===== src/rtl/sram_burst_port_ctrl_if.sv =====
// Command, read/write stream and SRAM pin bundle for sram_burst_port_ctrl.
// cmd_mask exists only when SRAM_HALF_MASK_EN is defined.
interface sram_burst_port_ctrl_if #(
  parameter int BITS       = 64,
  parameter int ADDR_WIDTH = 13,
  parameter int LEN_WIDTH  = 14
);
  logic                  cmd_valid;
  logic                  cmd_ready;
  logic                  cmd_write;
  logic [ADDR_WIDTH-1:0] cmd_addr;
  logic [LEN_WIDTH-1:0]  cmd_len;
`ifdef SRAM_HALF_MASK_EN
  logic [1:0]            cmd_mask;
`endif
  logic [BITS-1:0]       rd_data;
  logic                  rd_valid;
  logic                  rd_ready;
  logic [BITS-1:0]       wr_data;
  logic                  wr_valid;
  logic                  wr_ready;
  logic                  done;
  logic                  CEN;
  logic [1:0]            WEN;
  logic [ADDR_WIDTH-1:0] A;
  logic [BITS-1:0]       D;
  logic [BITS-1:0]       Q;

  // Client side: issues commands, sinks read data, sources write data, models the SRAM.
  modport master (
`ifdef SRAM_HALF_MASK_EN
    output cmd_mask,
`endif
    output cmd_valid, cmd_write, cmd_addr, cmd_len,
    output rd_ready, wr_data, wr_valid, Q,
    input  cmd_ready, rd_data, rd_valid, wr_ready, done,
    input  CEN, WEN, A, D
  );

  modport slave (
`ifdef SRAM_HALF_MASK_EN
    input  cmd_mask,
`endif
    input  cmd_valid, cmd_write, cmd_addr, cmd_len,
    input  rd_ready, wr_data, wr_valid, Q,
    output cmd_ready, rd_data, rd_valid, wr_ready, done,
    output CEN, WEN, A, D
  );
endinterface


===== src/rtl/sram_burst_port_ctrl.sv =====
// Burst master turning a (addr, len, direction) command into SRAM pin cycles with valid/ready data streams.
// Define SRAM_HALF_MASK_EN to latch a per-burst half-word write mask from cmd_mask.
module sram_burst_port_ctrl #(
  parameter int BITS       = 64,
  parameter int ADDR_WIDTH = 13,
  parameter int LEN_WIDTH  = 14
) (
  input logic                   CLK,
  input logic                   RST_N,
  sram_burst_port_ctrl_if.slave bus
);

  localparam logic [LEN_WIDTH-1:0] MAX_LEN = LEN_WIDTH'(2 ** ADDR_WIDTH);

  typedef enum logic [1:0] {IDLE, RD, WR, FIN} state_t;

  state_t                state, state_nxt;
  logic [ADDR_WIDTH-1:0] addr, a_hold;
  logic [LEN_WIDTH-1:0]  remaining;
  logic [BITS-1:0]       d_hold;
  logic [BITS-1:0]       fifo [2];
  logic                  wr_ptr, rd_ptr, inflight;
  logic [1:0]            count, slots_after_pop;
  logic [1:0]            wr_mask;
  logic                  accept, rd_issue, wr_issue, issue, push, pop;

`ifdef SRAM_HALF_MASK_EN
  always_ff @(posedge CLK) begin
    if (!RST_N) begin
      wr_mask <= 2'b00;
    end else if (accept) begin
      wr_mask <= bus.cmd_mask;
    end
  end
`else
  assign wr_mask = 2'b00;
`endif

  assign accept = (state == IDLE) && bus.cmd_valid;
  assign push   = inflight;
  assign pop    = (count != 2'd0) && bus.rd_ready;
  assign issue  = rd_issue || wr_issue;

  // Counting this cycle's pop as a freed slot keeps reads streaming at one word per cycle.
  assign slots_after_pop = count + {1'b0, inflight} - {1'b0, pop};

  always_ff @(posedge CLK) begin
    if (!RST_N) begin
      state <= IDLE;
    end else begin
      state <= state_nxt;
    end
  end

  always_comb begin
    state_nxt     = state;
    bus.cmd_ready = 1'b0;
    bus.wr_ready  = 1'b0;
    bus.done      = 1'b0;
    rd_issue      = 1'b0;
    wr_issue      = 1'b0;
    case (state)
      IDLE: begin
        bus.cmd_ready = 1'b1;
        if (bus.cmd_valid) begin
          if (bus.cmd_len == '0) begin
            state_nxt = FIN;
          end else if (bus.cmd_write) begin
            state_nxt = WR;
          end else begin
            state_nxt = RD;
          end
        end
      end
      RD: begin
        rd_issue = (remaining != '0) && (slots_after_pop < 2'd2);
        if ((remaining == '0) && !inflight && (count == 2'd0)) begin
          state_nxt = FIN;
        end
      end
      WR: begin
        bus.wr_ready = (remaining != '0);
        wr_issue     = bus.wr_valid && (remaining != '0);
        // Leave straight after the last word so done follows the final issue directly.
        if ((remaining == '0) || (wr_issue && (remaining == LEN_WIDTH'(1)))) begin
          state_nxt = FIN;
        end
      end
      FIN: begin
        bus.done  = 1'b1;
        state_nxt = IDLE;
      end
      default: state_nxt = IDLE;
    endcase
  end

  assign bus.rd_valid = (count != 2'd0);
  assign bus.rd_data  = fifo[rd_ptr];
  assign bus.CEN      = !issue;
  assign bus.WEN      = wr_issue ? wr_mask : 2'b11;
  assign bus.A        = issue ? addr : a_hold;
  assign bus.D        = wr_issue ? bus.wr_data : d_hold;

  always_ff @(posedge CLK) begin
    if (!RST_N) begin
      addr      <= '0;
      remaining <= '0;
      inflight  <= 1'b0;
      count     <= 2'd0;
      wr_ptr    <= 1'b0;
      rd_ptr    <= 1'b0;
      fifo[0]   <= '0;
      fifo[1]   <= '0;
      a_hold    <= '0;
      d_hold    <= '0;
    end else begin
      if (accept) begin
        addr      <= bus.cmd_addr;
        remaining <= bus.cmd_len;
      end else if (issue) begin
        addr      <= addr + ADDR_WIDTH'(1);
        remaining <= remaining - LEN_WIDTH'(1);
      end
      inflight <= rd_issue;
      if (push) begin
        fifo[wr_ptr] <= bus.Q;
        wr_ptr       <= !wr_ptr;
      end
      if (pop) begin
        rd_ptr <= !rd_ptr;
      end
      count  <= count + {1'b0, push} - {1'b0, pop};
      a_hold <= bus.A;
      d_hold <= bus.D;
    end
  end

  cmd_len_in_range: assert property (@(posedge CLK) disable iff (!RST_N)
    (bus.cmd_valid && bus.cmd_ready) |-> (bus.cmd_len <= MAX_LEN));

endmodule


===== src/flat_wrapper.sv =====
// flat-port wrapper written by rule: the top's interface ports become plain ports
module sram_burst_port_ctrl_flat 
#(
  parameter int BITS       = 64,
  parameter int ADDR_WIDTH = 13,
  parameter int LEN_WIDTH  = 14
)
  (CLK, RST_N, bus_cmd_valid, bus_cmd_write, bus_cmd_addr, bus_cmd_len, bus_rd_ready, bus_wr_data, bus_wr_valid, bus_Q, bus_cmd_ready, bus_rd_data, bus_rd_valid, bus_wr_ready, bus_done, bus_CEN, bus_WEN, bus_A, bus_D);
  sram_burst_port_ctrl_if #(.BITS(BITS), .ADDR_WIDTH(ADDR_WIDTH), .LEN_WIDTH(LEN_WIDTH)) bus_i ();
  input logic CLK;
  input logic RST_N;
  input wire logic [$bits(bus_i.cmd_valid)-1:0] bus_cmd_valid;
  input wire logic [$bits(bus_i.cmd_write)-1:0] bus_cmd_write;
  input wire logic [$bits(bus_i.cmd_addr)-1:0] bus_cmd_addr;
  input wire logic [$bits(bus_i.cmd_len)-1:0] bus_cmd_len;
  input wire logic [$bits(bus_i.rd_ready)-1:0] bus_rd_ready;
  input wire logic [$bits(bus_i.wr_data)-1:0] bus_wr_data;
  input wire logic [$bits(bus_i.wr_valid)-1:0] bus_wr_valid;
  input wire logic [$bits(bus_i.Q)-1:0] bus_Q;
  output wire logic [$bits(bus_i.cmd_ready)-1:0] bus_cmd_ready;
  output wire logic [$bits(bus_i.rd_data)-1:0] bus_rd_data;
  output wire logic [$bits(bus_i.rd_valid)-1:0] bus_rd_valid;
  output wire logic [$bits(bus_i.wr_ready)-1:0] bus_wr_ready;
  output wire logic [$bits(bus_i.done)-1:0] bus_done;
  output wire logic [$bits(bus_i.CEN)-1:0] bus_CEN;
  output wire logic [$bits(bus_i.WEN)-1:0] bus_WEN;
  output wire logic [$bits(bus_i.A)-1:0] bus_A;
  output wire logic [$bits(bus_i.D)-1:0] bus_D;
  assign bus_i.cmd_valid = bus_cmd_valid;
  assign bus_i.cmd_write = bus_cmd_write;
  assign bus_i.cmd_addr = bus_cmd_addr;
  assign bus_i.cmd_len = bus_cmd_len;
  assign bus_i.rd_ready = bus_rd_ready;
  assign bus_i.wr_data = bus_wr_data;
  assign bus_i.wr_valid = bus_wr_valid;
  assign bus_i.Q = bus_Q;
  assign bus_cmd_ready = bus_i.cmd_ready;
  assign bus_rd_data = bus_i.rd_data;
  assign bus_rd_valid = bus_i.rd_valid;
  assign bus_wr_ready = bus_i.wr_ready;
  assign bus_done = bus_i.done;
  assign bus_CEN = bus_i.CEN;
  assign bus_WEN = bus_i.WEN;
  assign bus_A = bus_i.A;
  assign bus_D = bus_i.D;
  sram_burst_port_ctrl #(.BITS(BITS), .ADDR_WIDTH(ADDR_WIDTH), .LEN_WIDTH(LEN_WIDTH)) u_core (.CLK(CLK), .RST_N(RST_N), .bus(bus_i));
endmodule

===== config.mk =====
export PLATFORM = sky130hd
export DESIGN_NAME = sram_burst_port_ctrl_flat
export DESIGN_NICKNAME = d
export VERILOG_FILES = /design/src/rtl/sram_burst_port_ctrl_if.sv /design/src/rtl/sram_burst_port_ctrl.sv /design/src/flat_wrapper.sv
export SDC_FILE = /design/constraint.sdc
export NUM_CORES = 1
export LEC_CHECK = 0
export BUFFER_PORTS_ARGS = -buffer_cell sky130_fd_sc_hd__buf_4
export CORE_MARGIN = 5
export CORE_UTILIZATION = 40
export CTS_CLUSTER_SIZE = 10
export DETAILED_ROUTE_END_ITERATION = 12
export PLACE_DENSITY = 0.68
export SLEW_MARGIN = 10
export SYNTH_ARGS = -nofsm -noshare
export SYNTH_HDL_FRONTEND = slang
export SYNTH_SLANG_ARGS = --single-unit

===== constraint.sdc =====
create_clock -name CLK -period 6.6 [get_ports CLK]
set_input_delay 0.99 -clock CLK [delete_from_list [all_inputs] [get_ports CLK]]
set_output_delay 0.99 -clock CLK [all_outputs]
set_load 0.02 [all_outputs]

==> metrics.cfg, run 1 <==
[clock_tree]
clockRootBuffer = sky130_fd_sc_hd__clkbuf_16
clock_latency_at_the_later_pin_of_the_worst_skew_pair_ns = 0.53
cts-root-to-sink-buffers = 3
clk_transition_reported_paths_ns = 0.06
h-tree-depth = 1
post_cts_resized = 0
cts.sink_count = 240
cts-buffers-inserted = 28
post_cts_hold_buffer_count = 0
postCtsSetupBuffers = 0
tritoncts = done

[finish]
numnets_final = 1299
drive_gt1_share_pct = 43.3
area_delta_synth_final_pct = 32.4
fin_util_pct = 53.6

[timing]
worst_clock_skew_ns = 0.0206
finalMaxSlewViolations = 0
fin_tns_setup_ns = 0
final_hold_viol_count = 0
fmax_mhz = 223
worst_slack_ns = 2.12
timing.slew.headroom_pct = 32.1
tightestPinTransition_ns = 1.02
min_cycle_time_layout_ns = 4.48
min_period_over_period_pct = 68.0
grt_setup_unrepaired = no
final-setup-viol-count = 0

[placement]
routability_cong = 0.770
place.port_buffers = 308
placement.setup.worst_slack_ns = 2.27
detailedPlacementHpwl_mm = 17.5

[critical_path]
cp_data_arrival_time_ns = 3.49
required_ns = 5.61
timing.setup.critical_path_class = reg -> out
cp.buffers_inverters = 2
cp_max_fo = 19
worst_setup_path_start_kind = flop
cp_cell_sequence = or2_2 > and2_1 > ha_1 > inv_1 > ha_1 > xor3_1 > o21ai_1 > o21ai_4 > mux2_2 > buf_4
setup.worst_path.end_class = output pin
worst_path_largest_cell_delay_ns = 0.47
critical-path-top-cell-by-count = sky130_fd_sc_hd__ha_1
critical-path-top-delay-family = compound AO/OA/AOI/OAI gates
cp_slowest_cell = sky130_fd_sc_hd__o21ai_1

[routing]
route.vias.total = 7254
drcViolationCount = 0
initialDrtViolationCount = 292
via_per_inst = 4.89
detail_route.wl_per_cell_um = 17.5
postRouteWirelength_mm = 26.0
firstDrtPassIters = 4
antenna_violating_nets_post_route = 0

[logic_synthesis]
async_flop_share_pct = 0
synth_enable_flop_cells = 128
ys_seq_elements = 240
post_synth_inst_count = 835
seq_area_frac_synth_pct = 57.9
syn-mean-instance-area_um2 = 12.6
post_synth_instance_area_mm2 = 0.0105
flip_flop_cell_with_the_highest_count_after_synthesis = sky130_fd_sc_hd__edfxtp_1
ys.warnings.count = 0
ys_types = 50
synthesis.nets = 1005

[grt]
grt_pass1_vias = 7420
pin_count_of_the_biggest_net_entering_global_routing = 113
globalRouteOverflowTotal = 0
initial_antenna_violation_count = 1
gr-usage-all-layers_pct = 16.7
grt_first_pass_wirelength_mm = 39.6

[floorplanning]
fp.dieH_um = 172
core_region_area_mm2 = 0.0260
die_width_um = 172
overall_die_area_mm2 = 0.0296
initial_core_util_pct = 40.4
placement_rows = 59
io_pins = 309

[run]
max-cap-violations = 0

[pwr]
power_density_over_the_cells_mw_per_mm2 = 359
vdd.ir_drop.worst_mv = 0.234
p_leak_nw = 5.90
p_total_w = 0.00500

[run_status]
run_status = complete, no violations

[hold_path]
worstHoldPathType = reg -> reg

[metal layers]
| layer | vias to the layer above | global-route usage, % | part of all wire [%] |
|---|---|---|---|
| met4 | 0 | 4.44 | 2.3 |
| met5 | - | 0 | 0 |
| met3 | 43 | 7.06 | 11 |
| met2 | 266 | 27.0 | 46 |
| met1 | 3419 | 20.6 | 41 |
| li1 | 3526 | - | - |
[logic make-up after synthesis]
logic type | Yosys count | synth area share [%]
flops | 240 | 57.9
fa+ha+maj | 9 | 1.07
compound gates | 79 | 4.77
buf+inv | 60 | 2.39
simple gates | 278 | 16.1
mux | 144 | 15.4
xor+xnor | 25 | 2.36
[worst reg2reg max path: stages (launching register included)]
cell,delay [ns]
sky130_fd_sc_hd__dfxtp_1,0.32
sky130_fd_sc_hd__or2_2,0.32
sky130_fd_sc_hd__and2_1,0.19
sky130_fd_sc_hd__ha_1,0.28
sky130_fd_sc_hd__inv_1,0.04
sky130_fd_sc_hd__ha_1,0.20
sky130_fd_sc_hd__xnor3_1,0.28
sky130_fd_sc_hd__a21boi_1,0.25
sky130_fd_sc_hd__a2111oi_0,0.81
sky130_fd_sc_hd__xnor2_1,0.19
sky130_fd_sc_hd__a21oi_1,0.08
[cells in the mapped netlist (all sizes together), types with 10 or more instances]
cell type	instances	area share (%)
inv	10	0.36
nor2	14	0.50
dfxtp	112	21
edfxtp	128	37
mux2	141	15
nand2	12	0.43
o21ai	30	1.5
clkbuf	39	1.4
and2	207	12
a21oi	21	1.0
xnor2	18	1.5
buf	10	0.61
[where the power goes]
part | total [W] | internal (W) | leakage [nW] | switching (W)
logic | 0.00172 | 0.000779 | 3.27 | 0.000942
registers | 0.00189 | 0.00179 | 2.24 | 0.000105
clock network | 0.00139 | 0.000816 | 0.389 | 0.000574
total | 0.00500 | 0.00338 | 5.90 | 0.00162
[state kept, by name, indices dropped and copies added (netlist names), named ones only]
signal	count
u_core.rd_ptr	1
u_core.wr_ptr	1
u_core.addr	13
u_core.inflight	1
u_core.remaining	14
u_core.fifo	128
u_core.a_hold	13
u_core.count	2
u_core.d_hold	64
u_core.state	2
[stage by stage]
stage / hold WS [ns] / std cells / instance area (µm²)
2_1_floorplan: 0.468 / 835 / 10500
3_3_place_gp: 0.485 / 1434 / 13100
3_5_place_dp: 0.507 / 1434 / 13100
4_1_cts: 0.515 / 1482 / 13900
5_1_grt: 0.529 / 1482 / 13900
6_report: 0.513 / 1483 / 13900
[area by class of cell]
cell class | instances | area [µm²]
Fill cell | 2320 | 12100
Sequential cell | 240 | 6090
Multi-Input combinational cell | 535 | 4210
Timing Repair Buffer | 313 | 2350
Clock buffer | 47 | 803
Tap cell | 335 | 419
Inverter | 11 | 41.3
Clock inverter | 1 | 5.00
Antenna cell | 1 | 2.50
[final timing paths]
path                   start               to  slack (ns)  cells after the start
max          u_core.count[1]         bus_A[2]        2.12                     10
min          u_core.state[0]  u_core.state[0]        0.51                      2
max reg2reg  u_core.count[1]  u_core.addr[12]        3.50                     10
min reg2reg  u_core.state[0]  u_core.state[0]        0.51                      2
[cell usage in the layout (no fill, tap or decap), types with 3 or more instances in the layout]
cell type                     n
sky130_fd_sc_hd__a2111oi_0    4
sky130_fd_sc_hd__a211oi_1     7
sky130_fd_sc_hd__a21oi_1     20
sky130_fd_sc_hd__a31oi_1      4
sky130_fd_sc_hd__and2_1     207
sky130_fd_sc_hd__and3_1       3
sky130_fd_sc_hd__buf_4      313
sky130_fd_sc_hd__clkbuf_1    17
sky130_fd_sc_hd__clkbuf_16   29
sky130_fd_sc_hd__dfxtp_1    111
sky130_fd_sc_hd__edfxtp_1   128
sky130_fd_sc_hd__ha_1         9
sky130_fd_sc_hd__inv_1       10
sky130_fd_sc_hd__mux2_2     141
sky130_fd_sc_hd__mux2i_1      3
sky130_fd_sc_hd__nand2_1     12
sky130_fd_sc_hd__nand3_1      7
sky130_fd_sc_hd__nand4_1      4
sky130_fd_sc_hd__nor2_1      14
sky130_fd_sc_hd__nor3_1       3
sky130_fd_sc_hd__nor4_1       7
sky130_fd_sc_hd__o211ai_1     5
sky130_fd_sc_hd__o21ai_0     27
sky130_fd_sc_hd__or3_1        5
sky130_fd_sc_hd__xnor2_1     18
sky130_fd_sc_hd__xor2_1       5
Note: power is estimated with default switching activity, not from simulation.
==> run 2: changes to the inputs <==
- clock period: 6.6 -> 4.3 ns (I/O delays scaled with it)
==> metrics.cfg, run 2 (synthesized netlist as in run 1, its figures left out) <==
[run_status]
run_status = complete, no violations

[placement]
detailedPlacementHpwl_mm = 17.8
placedCellCount = 1437
routability_cong = 0.787
place.port_buffers = 308

[timing]
timing.slew.headroom_pct = 26.3
finalMaxSlewViolations = 0
min_period_over_period_pct = 94.2
final_hold_viol_count = 0
fin_tns_setup_ns = 0
fmax_mhz = 247
worst_clock_skew_ns = 0.0119
tightestPinTransition_ns = 1.10
grt_setup_unrepaired = no
final-setup-viol-count = 0
min_cycle_time_layout_ns = 4.05

[routing]
drcViolationCount = 0
postRouteWirelength_mm = 26.1
antenna_violating_nets_post_route = 0
initialDrtViolationCount = 322
via_per_inst = 4.94
detail_route.wl_per_cell_um = 17.6
route.vias.total = 7319
firstDrtPassIters = 5

[finish]
area_delta_synth_final_pct = 32.9
final_non_filler_cells = 1482
final_common_cell = sky130_fd_sc_hd__buf_4
drive_gt1_share_pct = 43.8
registers_with_the_highest_flip_flop_counts = u_core.fifo x128, u_core.d_hold x64, u_core.remaining x14
fin_util_pct = 53.7
numnets_final = 1302
most_frequent_cells_in_the_layout = sky130_fd_sc_hd__buf_4 (314), sky130_fd_sc_hd__and2_1 (207), sky130_fd_sc_hd__mux2_2 (141), sky130_fd_sc_hd__edfxtp_1 (128), sky130_fd_sc_hd__dfxtp_1 (111)
largest_register_ffs = 128
top_register = u_core.fifo
number_of_antenna_repair_diodes = 0

[grt]
gr-usage-all-layers_pct = 16.6
globalRouteOverflowTotal = 0
grt_first_pass_wirelength_mm = 39.4
grt_pass1_vias = 7462
pin_count_of_the_biggest_net_entering_global_routing = 109
initial_antenna_violation_count = 0

[critical_path]
setup.worst_path.end_class = output pin
cp_data_arrival_time_ns = 3.40
timing.setup.critical_path_class = reg -> out
required_ns = 3.65
critical-path-top-cell-by-count = sky130_fd_sc_hd__ha_1
cp_cell_sequence = or2_2 > and2_1 > ha_1 > inv_1 > ha_1 > xor3_1 > o21ai_1 > o21ai_4 > mux2_2 > buf_4
worst_path_largest_cell_delay_ns = 0.44
cp_slowest_cell = sky130_fd_sc_hd__o21ai_1
cp_max_fo = 19
worst_setup_path_start_kind = flop

[clock_tree]
post_cts_resized = 0
cts-root-to-sink-buffers = 3
cts-buffers-inserted = 28
cts.sink_count = 240
post_cts_hold_buffer_count = 0
clockRootBuffer = sky130_fd_sc_hd__clkbuf_16
tritoncts = done
clk_transition_reported_paths_ns = 0.06
postCtsSetupBuffers = 0
h-tree-depth = 1
clock_latency_at_the_later_pin_of_the_worst_skew_pair_ns = 0.53

[floorplanning]
core_region_area_mm2 = 0.0260
fp.dieH_um = 172
placement_rows = 59
io_pins = 309
initial_core_util_pct = 40.4
die_width_um = 172
overall_die_area_mm2 = 0.0296

[pwr]
vdd.ir_drop.worst_mv = 0.356
p_leak_nw = 5.93
power_density_over_the_cells_mw_per_mm2 = 549

[run]
max-cap-violations = 0

[hold_path]
worstHoldPathType = in -> reg

run 2: power breakdown:
group	internal (W)	switching, W
Sequential	0.00274	0.000158
Clock	0.00127	0.000862
Combinational	0.00120	0.00143
Total	0.00521	0.00245
run 2: per-stage QoR:
stage	hold WS [ns]	area [µm²]	power, W	setup WS (ns)
after floorplan	0.468	10500	0.00464	0.520
after global placement	0.493	13100	0.00557	0.734
after detailed placement	0.498	13100	0.00560	0.694
after CTS	0.366	14000	0.00778	0.201
after global routing	0.377	14000	0.00806	0.0371
final	0.398	14000	0.00767	0.251
run 2: cell type report:
class | instances | area [µm²]
Fill cell | 2322 | 12000
Sequential cell | 240 | 6090
Multi-Input combinational cell | 535 | 4200
Timing Repair Buffer | 316 | 2400
Clock buffer | 44 | 812
Tap cell | 335 | 419
Inverter | 11 | 41.3
Clock inverter | 1 | 5.00
run 2: final timing paths:
path	from	slack (ns)	cells past startpoint	endpoint
worst max-delay path	u_core.count[1]	0.25	10	bus_A[5]
worst min-delay path	bus_cmd_addr[3]	0.40	3	u_core.addr[3]
worst max register to register	u_core.count[1]	1.31	10	u_core.addr[9]
worst min register to register	u_core.state[0]	0.50	2	u_core.state[0]
run 2: worst max-delay path, delay by kind of cell, from the launching register on:
family / cells / cell delay, ns
xor+xnor: 1 / 0.24
flops: 1 / 0.32
mux: 1 / 0.36
compound gates: 2 / 0.75
simple gates: 2 / 0.53
buf+inv: 2 / 0.22
fa+ha+maj: 2 / 0.45
run 2: metal layers:
metal	GRT usage, %	vias to the layer above	wire (µm)
met5	0	-	0
met2	27.4	264	12300
met4	3.90	0	537
met1	20.4	3489	10300
li1	-	3528	-
met3	6.93	38	2900
==> run 3: changes to the inputs <==
- ABC_AREA: default -> 1
- PLACE_DENSITY: 0.68 -> 0.67
==> metrics.cfg, run 3 <==
[finish]
final_common_cell = sky130_fd_sc_hd__inv_1
filler_cell_count = 2729
numnets_final = 1842
number_of_antenna_repair_diodes = 0
drive_gt1_share_pct = 26.1
most_frequent_cells_in_the_layout = sky130_fd_sc_hd__inv_1 (331), sky130_fd_sc_hd__buf_4 (322), sky130_fd_sc_hd__nor2_1 (211), sky130_fd_sc_hd__nand2_1 (199), sky130_fd_sc_hd__edfxtp_1 (128)
largest_register_ffs = 128
registers_with_the_highest_flip_flop_counts = u_core.fifo x128, u_core.d_hold x64, u_core.remaining x14
fin_util_pct = 52.6
area_delta_synth_final_pct = 30.3
top_register = u_core.fifo

[clock_tree]
tritoncts = done
clock_latency_at_the_later_pin_of_the_worst_skew_pair_ns = 0.55
clk_transition_reported_paths_ns = 0.05
post_cts_hold_buffer_count = 0
cts-buffers-inserted = 29
clockRootBuffer = sky130_fd_sc_hd__clkbuf_16
cts-root-to-sink-buffers = 3
postCtsSetupBuffers = 0
h-tree-depth = 1
cts.sink_count = 240
post_cts_resized = 0

[pwr]
p_leak_nw = 7.53
vdd.ir_drop.worst_mv = 0.642
power_density_over_the_cells_mw_per_mm2 = 674

[grt]
initial_antenna_violation_count = 0
gr-usage-all-layers_pct = 17.3
grt_first_pass_wirelength_mm = 47.5
grt_pass1_vias = 9490
globalRouteOverflowTotal = 0
pin_count_of_the_biggest_net_entering_global_routing = 77

[floorplanning]
io_pins = 309
fp.dieH_um = 180
initial_core_util_pct = 40.4
die_width_um = 180
overall_die_area_mm2 = 0.0324
core_region_area_mm2 = 0.0286
placement_rows = 62

[logic_synthesis]
ys_types = 31
synthesis.nets = 1557
most_common_cell_in_the_synthesized_netlist = sky130_fd_sc_hd__inv_1
async_flop_share_pct = 0
synthDominantAreaCellType = sky130_fd_sc_hd__edfxtp_1
post_synth_inst_count = 1387
ys.warnings.count = 0
area_share_of_the_leading_cell_type_in_the_synthesized_netlist_pct = 33.2
synth_common_cells = sky130_fd_sc_hd__inv_1 (332), sky130_fd_sc_hd__nor2_1 (211), sky130_fd_sc_hd__nand2_1 (202)
post_synth_instance_area_mm2 = 0.0116
flip_flop_cell_with_the_highest_count_after_synthesis = sky130_fd_sc_hd__edfxtp_1
ys_seq_elements = 240
ys_top_cells_by_area = sky130_fd_sc_hd__edfxtp_1 (33%), sky130_fd_sc_hd__dfxtp_1 (19%), sky130_fd_sc_hd__inv_1 (11%), sky130_fd_sc_hd__nor2_1 (6.9%), sky130_fd_sc_hd__nand2_1 (6.6%)
syn-mean-instance-area_um2 = 8.34
seq_area_frac_synth_pct = 52.6
synth_enable_flop_cells = 128

[timing]
min_period_over_period_pct = 88.5
fmax_mhz = 263
min_cycle_time_layout_ns = 3.81
fin_tns_setup_ns = 0
final-setup-viol-count = 0
worst_clock_skew_ns = 0.0138
tightestPinTransition_ns = 0.933
grt_setup_unrepaired = no
finalMaxSlewViolations = 0
timing.slew.headroom_pct = 37.8
final_hold_viol_count = 0

[hold_path]
hold_start = bus_wr_data[13]
worstHoldPathType = in -> reg

[critical_path]
critical-path-top-cell-by-count = sky130_fd_sc_hd__buf_4
cp_max_fo = 76
cp_data_arrival_time_ns = 3.16
worst_path_largest_cell_delay_ns = 0.61
timing.setup.critical_path_class = reg -> out
cp_cell_sequence = inv_1 > ha_1 > nand2_2 > nor2_4 > nand2_4 > nand3_2 > buf_4 > nand2_1 > buf_4 > o21ai_0 > inv_1 > buf_4
cp_slowest_cell = sky130_fd_sc_hd__buf_4
critical_path.reg2reg.startpoint = u_core.remaining[0]
required_ns = 3.65
worst_setup_path_start_kind = flop
reg2reg_setup_slack_ns = 1.16
setup.worst_path.end_class = output pin
worstSetupStartpoint = u_core.remaining[0]

[run]
max-cap-violations = 0

[placement]
place.port_buffers = 308
detailedPlacementHpwl_mm = 20.4
routability_cong = 0.844

[routing]
drcViolationCount = 0
firstDrtPassIters = 5
postRouteWirelength_mm = 29.3
detail_route.wl_per_cell_um = 14.1
initialDrtViolationCount = 428
via_per_inst = 4.62
antenna_violating_nets_post_route = 0
route.vias.total = 9606

[run_status]
run_status = complete, no violations

[run 3: kinds of logic after synthesis]
family / share of synthesized area (%)
multiplexers: 6.23
AND/OR/NAND/NOR: 16.9
buffers and inverters: 13.5
adder cells (fa/ha/maj): 0.974
AO/OA/AOI/OAI: 9.57
flip-flops: 52.6
XOR/XNOR: 0.152
[run 3: per-layer routing]
metal  track usage, %  vias up  wire length [µm]
met2             29.4      325             13700
met3             6.37       40              2910
met4             3.54        0               580
met5                0        -                 0
li1                 -     4907                 -
met1             21.2     4334             12100
[run 3: report_power, final]
part	leakage [nW]	internal (W)	switching (W)
clock network	0.408	0.00132	0.000905
logic	4.88	0.00184	0.00297
registers	2.24	0.00288	0.000237
[run 3: per-stage QoR]
step | total power (W) | instance area, µm² | instances | worst slack, ns | hold WS [ns]
after floorplan | 0.00633 | 11600 | 1387 | 1.02 | 0.426
after global placement | 0.00793 | 14200 | 2025 | 1.10 | 0.425
after detailed placement | 0.00798 | 14200 | 2025 | 1.03 | 0.437
after CTS | 0.0103 | 15100 | 2077 | 0.423 | 0.338
after global routing | 0.0109 | 15100 | 2077 | 0.147 | 0.351
final | 0.0101 | 15100 | 2077 | 0.494 | 0.369
[run 3: cell type report]
cell class	count	area [µm²]	share of cell area [%]
Clock inverter	4	62.6	0.415
Clock buffer	48	797	5.29
Sequential cell	240	6090	40.4
Inverter	333	1250	8.31
Tap cell	384	480	3.19
Multi-Input combinational cell	744	3920	26.1
Timing Repair Buffer	324	2460	16.3
[run 3: path summary, 6_finish.rpt]
| kind | endpoint | cells after the start |
|---|---|---|
| max reg2reg | u_core.addr[5] | 10 |
| min | u_core.d_hold[13] | 3 |
| min reg2reg | flop | 1 |
| max | bus_A[2] | 12 |
[run 3: critical path: cells and delay by family, from the launching register on]
kind | cells | cell delay [ns]
buffers and inverters | 5 | 1.20
AND/OR/NAND/NOR | 5 | 0.59
AO/OA/AOI/OAI | 1 | 0.27
flip-flops | 1 | 0.32
adder cells (fa/ha/maj) | 1 | 0.23
